## src/rtl/mult_seq.sv

```systemverilog
// rtl/mult_seq.sv - sequential shift-add multiply-accumulate, out = A*B + C over WIRE+2 cycles
module mult_seq #(
  parameter int WIRE = 8
) (
  input  logic                clk,
  input  logic                rst,
  input  logic                in_valid,
  output logic                in_ready,
  input  logic [WIRE-1:0]     A,
  input  logic [WIRE-1:0]     B,
  input  logic [WIRE-1:0]     C,
  input  logic                sign,
  output logic                out_valid,
  input  logic                out_ready,
  output logic [2*WIRE-1:0]   out
);

  localparam int PW = 2 * WIRE;
  localparam int CW = $clog2(WIRE);

  typedef enum logic [1:0] {IDLE, RUN, FIN, DONE} state_t;

  state_t          state_q, state_d;
  logic [PW-1:0]   mcand_q, mcand_d;
  logic [WIRE-1:0] mplier_q, mplier_d;
  logic [PW-1:0]   acc_q, acc_d;
  logic [PW-1:0]   c_q, c_d;
  logic [PW-1:0]   out_q, out_d;
  logic [CW-1:0]   cnt_q, cnt_d;
  logic            neg_q, neg_d;

  // Magnitudes of the operands; -2^(WIRE-1) maps onto itself, read as unsigned.
  logic [WIRE-1:0] a_mag, b_mag;
  assign a_mag = (sign && A[WIRE-1]) ? -A : A;
  assign b_mag = (sign && B[WIRE-1]) ? -B : B;

  always_ff @(posedge clk or posedge rst) begin
    if (rst) begin
      state_q  <= IDLE;
      mcand_q  <= '0;
      mplier_q <= '0;
      acc_q    <= '0;
      c_q      <= '0;
      out_q    <= '0;
      cnt_q    <= '0;
      neg_q    <= 1'b0;
    end else begin
      state_q  <= state_d;
      mcand_q  <= mcand_d;
      mplier_q <= mplier_d;
      acc_q    <= acc_d;
      c_q      <= c_d;
      out_q    <= out_d;
      cnt_q    <= cnt_d;
      neg_q    <= neg_d;
    end
  end

  always_comb begin
    state_d   = state_q;
    mcand_d   = mcand_q;
    mplier_d  = mplier_q;
    acc_d     = acc_q;
    c_d       = c_q;
    out_d     = out_q;
    cnt_d     = cnt_q;
    neg_d     = neg_q;
    in_ready  = 1'b0;
    out_valid = 1'b0;
    unique case (state_q)
      IDLE: begin
        in_ready = 1'b1;
        if (in_valid) begin
          mcand_d  = {{WIRE{1'b0}}, a_mag};
          mplier_d = b_mag;
          neg_d    = sign & (A[WIRE-1] ^ B[WIRE-1]);
          c_d      = {{WIRE{sign & C[WIRE-1]}}, C};
          acc_d    = '0;
          cnt_d    = '0;
          state_d  = RUN;
        end
      end
      RUN: begin
        // Multiplicand is pre-shifted each cycle so bit k of B adds A<<k.
        if (mplier_q[0]) acc_d = acc_q + mcand_q;
        mcand_d  = mcand_q << 1;
        mplier_d = mplier_q >> 1;
        cnt_d    = cnt_q + CW'(1);
        if (cnt_q == CW'(WIRE - 1)) state_d = FIN;
      end
      FIN: begin
        out_d   = (neg_q ? -acc_q : acc_q) + c_q;
        state_d = DONE;
      end
      DONE: begin
        out_valid = 1'b1;
        if (out_ready) state_d = IDLE;
      end
      default: state_d = IDLE;
    endcase
  end

  assign out = out_q;

endmodule
```

## config.mk

```make
export PLATFORM = sky130hd
export DESIGN_NAME = mult_seq
export DESIGN_NICKNAME = d
export VERILOG_FILES = /design/src/rtl/mult_seq.sv
export SDC_FILE = /design/constraint.sdc
export NUM_CORES = 1
export LEC_CHECK = 0
export ABC_CLOCK_PERIOD_IN_PS = 7010
export BUFFER_PORTS_ARGS = -buffer_cell sky130_fd_sc_hd__buf_4
export CORE_ASPECT_RATIO = 0.5
export CORE_MARGIN = 5
export CORE_UTILIZATION = 50
export CTS_BUF_LIST = sky130_fd_sc_hd__clkbuf_16
export DETAILED_ROUTE_END_ITERATION = 12
export GPL_TIMING_DRIVEN = 1
export HOLD_SLACK_MARGIN = 0.06
export PLACE_DENSITY = 0.72
export SYNTH_ARGS = -nofsm -noshare
export SYNTH_HDL_FRONTEND = slang
export SYNTH_SLANG_ARGS = --single-unit
```

## constraint.sdc

```tcl
create_clock -name clk -period 7.01 [get_ports clk]
set_input_delay 1.0515 -clock clk [delete_from_list [all_inputs] [get_ports clk]]
set_output_delay 1.0515 -clock clk [all_outputs]
set_load 0.05 [all_outputs]
```

---- Word-level counts from Yosys, hierarchy flattened ----
Index checks and enable logic that the tools add are counted.
storage, ports and cells
  output and inout port bits .............. 18
  input bits .............................. 29
  flip-flop bits (word level) ............. 71
operators by class
  bitwise operators ....................... 3
  muxes and demuxes ....................... 18
  reductions and logical operators ........ 8
  add/subtract/negate cells ............... 6
  eq/ne operators ......................... 8
operators by type and width
  cell                                                  number
  2-to-1 mux 16 bit                                     4
  one-hot mux 16 bit (2 select lines)                   2
  adder 16 bit                                          2
  2-to-1 mux 8 bit                                      3
  negator 16 bit                                        1
  negator 8 bit                                         2
  one-hot mux 8 bit (2 select lines)                    1
  != test 2 bit (second input constant)                 4
  one-hot mux 2 bit (4 select lines)                    1
  2-to-1 mux 2 bit                                      3
  one-hot mux 3 bit (2 select lines)                    1
  AND reduction 3 bit                                   2
  equality test 2 bit (second input constant)           2
  AND reduction 2 bit                                   2
  adder 3 x 1 -> 3 bit (second input constant)          1
  equality test 3 bit (second input constant)           1
  2-to-1 mux 3 bit                                      1
  bitwise AND 1 bit                                     2
  equality test 2 x 1 -> 1 bit (second input constant)  1
  logical AND 1 bit                                     2
  zero test 2 bit                                       1
  2-to-1 mux 1 bit                                      2
  nonzero test 2 bit                                    1
  XOR 1 bit                                             1

---- Logic depth before layout (Yosys ltp) ----
Gate-level depths: netlist (run 1).
  word-level depth ........................ 4
  gate-level depth with buffers ........... 13
  gate-level depth less buffers ........... 13

---- Least setup slack after synthesis (run 1) ----
No wires, ideal clock.
  kind .................................... register to register
  start point ............................. reg acc_q[2]
  end point ............................... reg out_q[15] (netlist: out[15])
  path slack .............................. 3579 ps
  cell stages (with the launch flop) ...... 13
  data required time ...................... 6885 ps
  arrival time ............................ 3307 ps
  setup time .............................. 125 ps
  cell sequence ........................... dfrtp_1 -> nor3_1 -> nand3_1 -> or2_2 -> o41ai_1 -> xnor2_1 -> ha_1 -> and3_1 -> a221o_1 -> a221oi_1 -> o21ai_0 -> xnor2_1 -> mux2_2
on the way
  cells in the longest elaborated chain, start to end .. 3
RTL lines
  element                   line  source
  start: declaration        26    logic [PW-1:0] acc_q, acc_d;
  start signal: assignment  42    acc_q <= '0;
  start signal: assignment  51    acc_q <= acc_d;
  negator 16 bit            92    out_d = (neg_q ? -acc_q : acc_q) + c_q;
  2-to-1 mux 16 bit (*)     92
  adder 16 bit (*)          92
  end signal: assignment    53    out_q <= out_d;
  end: declaration          28    logic [PW-1:0] out_q, out_d;
Every way passes the cells marked *; elsewhere a longest branch is shown, timed or not.
A chain may end at the register's enable or synchronous reset.

---- Worst setup path after layout (run 1) ----
Same ends and word-level chain as after synthesis.

==> results by group, run 1 <==
Die
  – Die X: 147 µm
  – Initial Util: 50.5%
  – I/O pin count: 47
  – Height of the die: 78.6 µm
  – Core Rows: 25
  – Core area: 9320 µm²
  – Die area: 11600 µm²

Placement
  – Inst Count DP: 652
  – Place WS: 3.32 ns
  – Gpl congestion: 0.883
  – I/O Buffers: 46
  – Hpwl dp: 7150 µm

Detailed routing
  – Drt pass-1 iters: 4
  – Drt drc: 0
  – First DRT Iteration DRCs: 174
  – Post-route ant nets: 0
  – DR vias/cell: 5.51
  – DR vias: 3669
  – DR WL/cell: 14.7 µm
  – DRT Wirelength: 9770 µm

Cells and area
  – ANT cells: 0
  – Synthesis-to-layout area growth: 15.1%
  – Share of layout cells above drive strength 1: 16.9%
  – # nets final: 616
  – Fin cells: 666

Logic synthesis
  – Async SR Flop Fraction: 100%
  – Yosys warnings: 0
  – Yosys reg bits: 71
  – Post-synthesis sequential area ratio: 37.8%
  – Mapped Area: 4700 µm²
  – Distinct cells, synth: 49
  – Post-synth EDFFs: 0
  – Post-Syn Instances: 498
  – Top_reg_cell synth: dfrtp_1
  – Syn Nets: 572
  – Post-synthesis average cell area: 9.44 µm²

Timing
  – Fmax: 270 MHz
  – Least-Margin Pin Slew: 0.888 ns
  – Tmin final: 3.71 ns
  – Final Cycle Share: 52.9%
  – Skew final: 0.00336 ns
  – RSZ-0062 raised after global routing: false
  – Slew Limit Fails: 0
  – Post-route setup TNS: 0 ns
  – Slew HR: 40.8%
  – Final WS setup: 3.30 ns
  – Final setup vio count: 0
  – Final Hold Fails: 0

Power
  – Max VDD drop: 0.196 mV
  – Leak: 2.58 nW
  – P per Cell Area: 470 nW/µm²

Critical path
  – CP Buf/Inv Count: 0
  – Crit-path slowest cell: dfrtp_1
  – Sequence of cells on the critical path: nor3_1 > nand3_1 > or2_2 > o41ai_1 > xnor2_1 > ha_1 > and3_1 > a221o_1 > a221oi_1 > o21ai_0 > xnor2_1 > mux2_2
  – Critical path type: reg -> reg
  – Cell repeated most along the worst path: xnor2_1
  – Startpoint Class: flop
  – Critical Path End Type: flop
  – Required time of the critical path: 7.23 ns
  – CP arrival: 3.92 ns
  – Critical path fanouts, max: 6
  – Delay-heaviest family, CP: compound AO/OA/AOI/OAI gates
  – CP max stage delay: 0.44 ns

Clocking
  – Post-CTS Setup Repair Bufs: 0
  – CTS root buf: clkbuf_16
  – Htree depth: 3
  – Worst skew pair latency: 0.33 ns
  – Cts hold-fix bufs: 0
  – CTS max path bufs: 2
  – Worst-path clk slew: 0.05 ns
  – Sink Count: 71
  – CTS tree: done
  – Post-CTS sizing: 0
  – Num CTS Buffers: 9

GRT
  – Remaining global-route overflow: 0
  – Global-route wire length before repair: 17300 µm
  – GRT Overall Usage: 18.3%
  – Largest net degree at the start of global routing: 72
  – Vias in the first global route: 3647
  – Initial antenna violation count: 0

Run
  – Max-Cap Viols: 0

Outcome
  – Status: completed

Worst hold path
  – HP Class: reg -> reg
## cells in the mapped netlist (all sizes together), types with 10 or more instances
| master | instances | share of area, % |
|---|---|---|
| nor2 | 21 | 1.7 |
| mux2 | 24 | 5.7 |
| ha | 43 | 11 |
| clkbuf | 14 | 1.1 |
| nand2 | 59 | 4.7 |
| dfrtp | 71 | 38 |
| a22o | 10 | 1.9 |
| a21oi | 45 | 4.8 |
| o21ai | 57 | 6.1 |
| a21o | 11 | 1.8 |
| xnor2 | 37 | 6.9 |
| xor2 | 13 | 2.4 |
| inv | 16 | 1.3 |
## state kept, by name, indices dropped and copies added (netlist names)
register / count
mplier_q: 8
neg_q: 1
acc_q: 16
c_q: 9
mcand_q: 16
cnt_q: 3
out: 16
state_q: 2
## worst paths after layout
kind | startpoint | end | slack [ns] | cells past startpoint
worst min-delay path | mplier_q[1]$_DFFE_PP0P_ | mplier_q[1]$_DFFE_PP0P_ | 0.48 | 2
max in group asynchronous | rst | mcand_q[14]$_DFFE_PP0P_ | 5.44 | 3
worst max-delay path | acc_q[2]$_DFFE_PP0P_ | out[15]$_DFFE_PP0P_ | 3.30 | 12
min in group asynchronous | rst | out[2]$_DFFE_PP0P_ | 0.99 | 3
worst min register to register | mplier_q[1]$_DFFE_PP0P_ | mplier_q[1]$_DFFE_PP0P_ | 0.48 | 2
worst max register to register | acc_q[2]$_DFFE_PP0P_ | out[15]$_DFFE_PP0P_ | 3.30 | 12
## area by class of cell
class,count,area (µm²)
fill,842,3910
multi-input combinational,395,2810
sequential,71,1780
timing repair buffer,49,368
clock buffer,9,225
tap,121,151
inverter,16,60.1
clock inverter,5,20.0
## power breakdown
group	internal (W)	switching, W
sequential	0.000569	0.000145
combinational	0.000603	0.000838
clock	0.000229	0.000158
## cells by family (layout without fill, tap and decap cells)
kind of cell	Yosys count	after routing	share of synthesized area [%]
compound gates	159	159	21.0
xor+xnor	50	50	9.31
fa+ha+maj	45	45	12.3
buf+inv	32	79	2.55
flops	71	71	37.8
mux	25	25	5.96
simple gates	116	116	11.1
## routing by layer
layer | wire (µm) | global-route usage [%]
met2 | 4150 | 28.2
met3 | 542 | 5.07
met1 | 4980 | 25.3
met5 | 0 | 0
met4 | 85 | 5.11
## worst register-to-register path: stages (launching register included)
cell and delay (ns):
dfrtp_1 0.44, nor3_1 0.28, nand3_1 0.13, or2_2 0.35
o41ai_1 0.31, xnor2_1 0.19, ha_1 0.33, and3_1 0.21
a221o_1 0.34, a221oi_1 0.41, o21ai_0 0.19, xnor2_1 0.15
mux2_2 0.26
## placed cells by master, fill, tap and decap left out, drive strengths merged, types with 6 or more instances in the layout
cell | Yosys | final
mux2 | 24 | 24
nand2 | 59 | 59
nor3 | 7 | 7
buf | 2 | 49
a21o | 11 | 11
dfrtp | 71 | 71
xnor2 | 37 | 37
a21oi | 45 | 45
nor2 | 21 | 21
clkbuf | 14 | 9
o21ai | 57 | 57
ha | 43 | 43
o31ai | 6 | 6
inv | 16 | 18
xor2 | 13 | 13
a22o | 10 | 10
## stage by stage
stage / total power [W] / utilization, % / hold slack, ns / instance area, µm²
finish: 0.00254 / 58.1 / 0.479 / 5410
global route: 0.00276 / 58.1 / 0.520 / 5410
CTS: 0.00256 / 58.1 / 0.482 / 5410
detailed placement: 0.00215 / 55.4 / 0.470 / 5170
global placement: 0.00212 / 55.4 / 0.465 / 5170
floorplan: 0.00183 / - / 0.450 / 4700
No activity file was read; power rests on OpenSTA's default activity.
==> run 2, diff against run 1 <==
--- a/config.mk
+++ b/config.mk
@@ -5,7 +5,8 @@
 export SDC_FILE = /design/constraint.sdc
 export NUM_CORES = 1
 export LEC_CHECK = 0
-export ABC_CLOCK_PERIOD_IN_PS = 7010
+export ABC_AREA = 1
+export ABC_CLOCK_PERIOD_IN_PS = 3600
 export BUFFER_PORTS_ARGS = -buffer_cell sky130_fd_sc_hd__buf_4
 export CORE_ASPECT_RATIO = 0.5
 export CORE_MARGIN = 5
==> constraint.sdc (replaced) <==
create_clock -name clk -period 3.6 [get_ports clk]
set_input_delay 0.54 -clock clk [delete_from_list [all_inputs] [get_ports clk]]
set_output_delay 0.54 -clock clk [all_outputs]
set_load 0.05 [all_outputs]
==> run 2 against run 1 <==
Synthesized cell count increased by 46%. Total power rose by 120%. Critical path type unchanged. Routed wire length is 22% higher. Largest power group unchanged. Largest cell class unchanged. Global-route usage rose by 2.2 points. Final cell count increased by 38%. Via count rose by 28%. Non-clock buffer count up 1. Worst setup slack lost 2.5 ns. Critical path depth grew 6. Sequential power up 96%. Clock-buffer cell count did not move.
==> results by group, run 2 <==
Outcome
  – Status: completed

Clocking
  – Cts hold-fix bufs: 0 (unchanged)
  – Worst skew pair latency: 0.33 ns (about the same)
  – CTS root buf: clkbuf_16
  – Worst-path clk slew: 0.05 ns (about the same)
  – Htree depth: 3 (unchanged)
  – Num CTS Buffers: 9 (unchanged)
  – Sink Count: 71 (unchanged)
  – CTS max path bufs: 2 (unchanged)
  – Post-CTS Setup Repair Bufs: 0 (unchanged)
  – CTS tree: done
  – Post-CTS sizing: 0 (unchanged)

Placement
  – Inst Count DP: 904 (+39%)
  – Hpwl dp: 9130 µm (+28%)
  – Placed Area: 5600 µm² (+8.3%)
  – Gpl congestion: 0.941 (+6.5%)
  – I/O Buffers: 46 (unchanged)

Logic synthesis
  – Top_reg_cell synth: dfrtp_1
  – Post-synth EDFFs: 0 (unchanged)
  – Post-synthesis sequential area ratio: 34.7% (-3.0 points)
  – Synth area leader: dfrtp_1
  – Area share of the largest cell type after synthesis: 34.7% (-3.0 points)
  – Mapped Area: 5110 µm² (+8.8%)
  – Post-synthesis average cell area: 7.03 µm² (-26%)
  – Count leader, synth: nand2_1
  – Distinct cells, synth: 35 (-29%)
  – Async SR Flop Fraction: 100% (unchanged)
  – Largest cells by area after synthesis: dfrtp_1 (35%), nand2_1 (17%), ha_1 (11%)
  – Post-Syn Instances: 728 (+46%)
  – Synth top cells by count: nand2_1 (233), inv_1 (92), dfrtp_1 (71), o21ai_0 (53), nor2_1 (51)
  – Syn Nets: 802 (+40%)
  – Yosys reg bits: 71 (unchanged)
  – Yosys warnings: 0 (unchanged)

Power
  – Leak: 3.22 nW (+25%)
  – Total power: 0.00549 W (+120%)
  – Max VDD drop: 0.648 mV (+230%)
  – P per Cell Area: 931 nW/µm² (+98%)

Die
  – Die area: 12500 µm² (+7.9%)
  – Die X: 153 µm (+4.0%)
  – Core area: 10100 µm² (+8.2%)
  – I/O pin count: 47 (unchanged)
  – Initial Util: 50.7% (+0.26 points)
  – Height of the die: 81.5 µm (+3.7%)
  – Core Rows: 26 (+4.0%)

Detailed routing
  – Post-route ant nets: 0 (unchanged)
  – First DRT Iteration DRCs: 194 (+11%)
  – Drt pass-1 iters: 6 (+2)
  – Met3 WL: 692 µm (+28%)
  – Metal1 wirelength: 5990 µm (+20%)
  – WL met2: 5160 µm (+24%)
  – Highest metal used: met4
  – DRT Wirelength: 12000 µm (+22%)
  – DR vias/cell: 5.12 (-7.0%)
  – DR vias: 4713 (+28%)
  – Drt drc: 0 (unchanged)
  – DR WL/cell: 13.0 µm (-11%)

Cells and area
  – Fin cells: 920 (+38%)
  – Share of layout cells above drive strength 1: 9.23% (-7.6 points)
  – Synthesis-to-layout area growth: 15.4%
  – FILL cells: 1009 (+20%)
  – Most frequent cells in the layout: nand2_1 (233), inv_1 (93), dfrtp_1 (71)
  – Post-Layout Inst Area: 5900 µm² (+9.0%)
  – # nets final: 849 (+38%)
  – ANT cells: 0 (unchanged)
  – Commonest non-fill, non-tap cell in the layout: nand2_1

Run
  – Max-Cap Viols: 0 (unchanged)

Timing
  – Least-Margin Pin Slew: 0.887 ns (-0.000700 ns)
  – Tmin final: 2.76 ns (-0.943 ns)
  – Fmax: 362 MHz (+34%)
  – Final Hold Fails: 0 (unchanged)
  – Post-route setup TNS: 0 ns (unchanged)
  – Final Cycle Share: 76.8% (+24 points)
  – Final setup vio count: 0 (unchanged)
  – RSZ-0062 raised after global routing: false
  – Skew final: 0.00325 ns (-0.000110 ns)
  – Slew Limit Fails: 0 (unchanged)
  – Slew HR: 40.8% (about the same)

GRT
  – Global-route wire length before repair: 20900 µm (+21%)
  – Remaining global-route overflow: 0 (unchanged)
  – Vias in the first global route: 4657 (+28%)
  – Initial antenna violation count: 0 (unchanged)
  – GRT Overall Usage: 20.4% (+2.2 points)
  – Largest net degree at the start of global routing: 45 (-38%)

Critical path
  – Required time of the critical path: 3.82 ns (-3.41 ns)
  – CP arrival: 2.99 ns (-0.93 ns)
  – Critical path type: reg -> reg
  – Critical path fanouts, max: 6 (unchanged)
  – Critical Path End Type: flop
  – Startpoint Class: flop

Worst hold path
  – HP Class: in -> async
[run 2: kinds of logic after synthesis]
family / share of synthesized area (%)
buffers and inverters: 8.34
adders and majority gates: 11.3
and+or+nand+nor: 27.7
DFF: 34.7
xor gates and xnor gates: 3.60
AOI/OAI and AO/OA: 14.3
[run 2: cell type report]
class                      count  area (µm²)  share of cell area [%]
multi-input combinational    548        2910                    49.3
sequential                    71        1780                    30.1
timing repair buffer          50         375                    6.36
inverter                      95         357                    6.04
clock buffer                   9         225                    3.82
tap                          140         175                    2.97
clock inverter                 7        80.1                    1.36
[run 2: per-layer routing]
layer  global-route usage, %  up-vias
li1                        -     2467
met1                    27.2     2129
met2                    34.4      108
met3                    4.47        9
met4                    5.24        0
met5                       0        -
[run 2: path summary, 6_finish.rpt]
kind / startpoint / endpoint / slack [ns] / cells past startpoint
setup / recovery: acc_q[1]$_DFFE_PP0P_ / out[13]$_DFFE_PP0P_ / 0.84 / 18
hold / removal: rst / out[2]$_DFFE_PP0P_ / 0.40 / 2
setup reg to reg: acc_q[1]$_DFFE_PP0P_ / out[13]$_DFFE_PP0P_ / 0.84 / 18
hold reg to reg: out[0]$_DFFE_PP0P_ / out[0]$_DFFE_PP0P_ / 0.48 / 2
max in group asynchronous: rst / cnt_q[1]$_DFFE_PP0P_ / 2.29 / 3
min in group clk: C[4] / c_q[4]$_DFFE_PP0P_ / 0.40 / 3
[run 2: stage by stage]
step / hold WS, ns / utilization [%] / setup WS, ns
floorplan: 0.449 / - / 1.12
global placement: 0.457 / 55.5 / 0.904
detailed placement: 0.465 / 55.5 / 0.835
CTS: 0.386 / 58.5 / 0.821
global route: 0.395 / 58.5 / 0.488
finish: 0.397 / 58.5 / 0.836
[run 2: report_power, final]
group          total [W]  switching, W  internal (W)
sequential       0.00140      0.000260       0.00114
clock           0.000926      0.000330      0.000595
combinational    0.00317       0.00209       0.00109
[run 2: worst max-delay path, cell delays in order, from the launching register on]
cell and delay [ns]:
dfrtp_1 0.42, inv_1 0.10, ha_1 0.16, nand2_1 0.08
nor3_1 0.23, nand3_1 0.15, nand2_1 0.11, o21ai_0 0.11
xor2_1 0.16, ha_1 0.38, nand2_1 0.13, nor2_1 0.11
inv_1 0.06, nor3_1 0.15, nand2_1 0.09, nand2_1 0.06
nand2_1 0.04, nand3_1 0.06, nand2_1 0.05
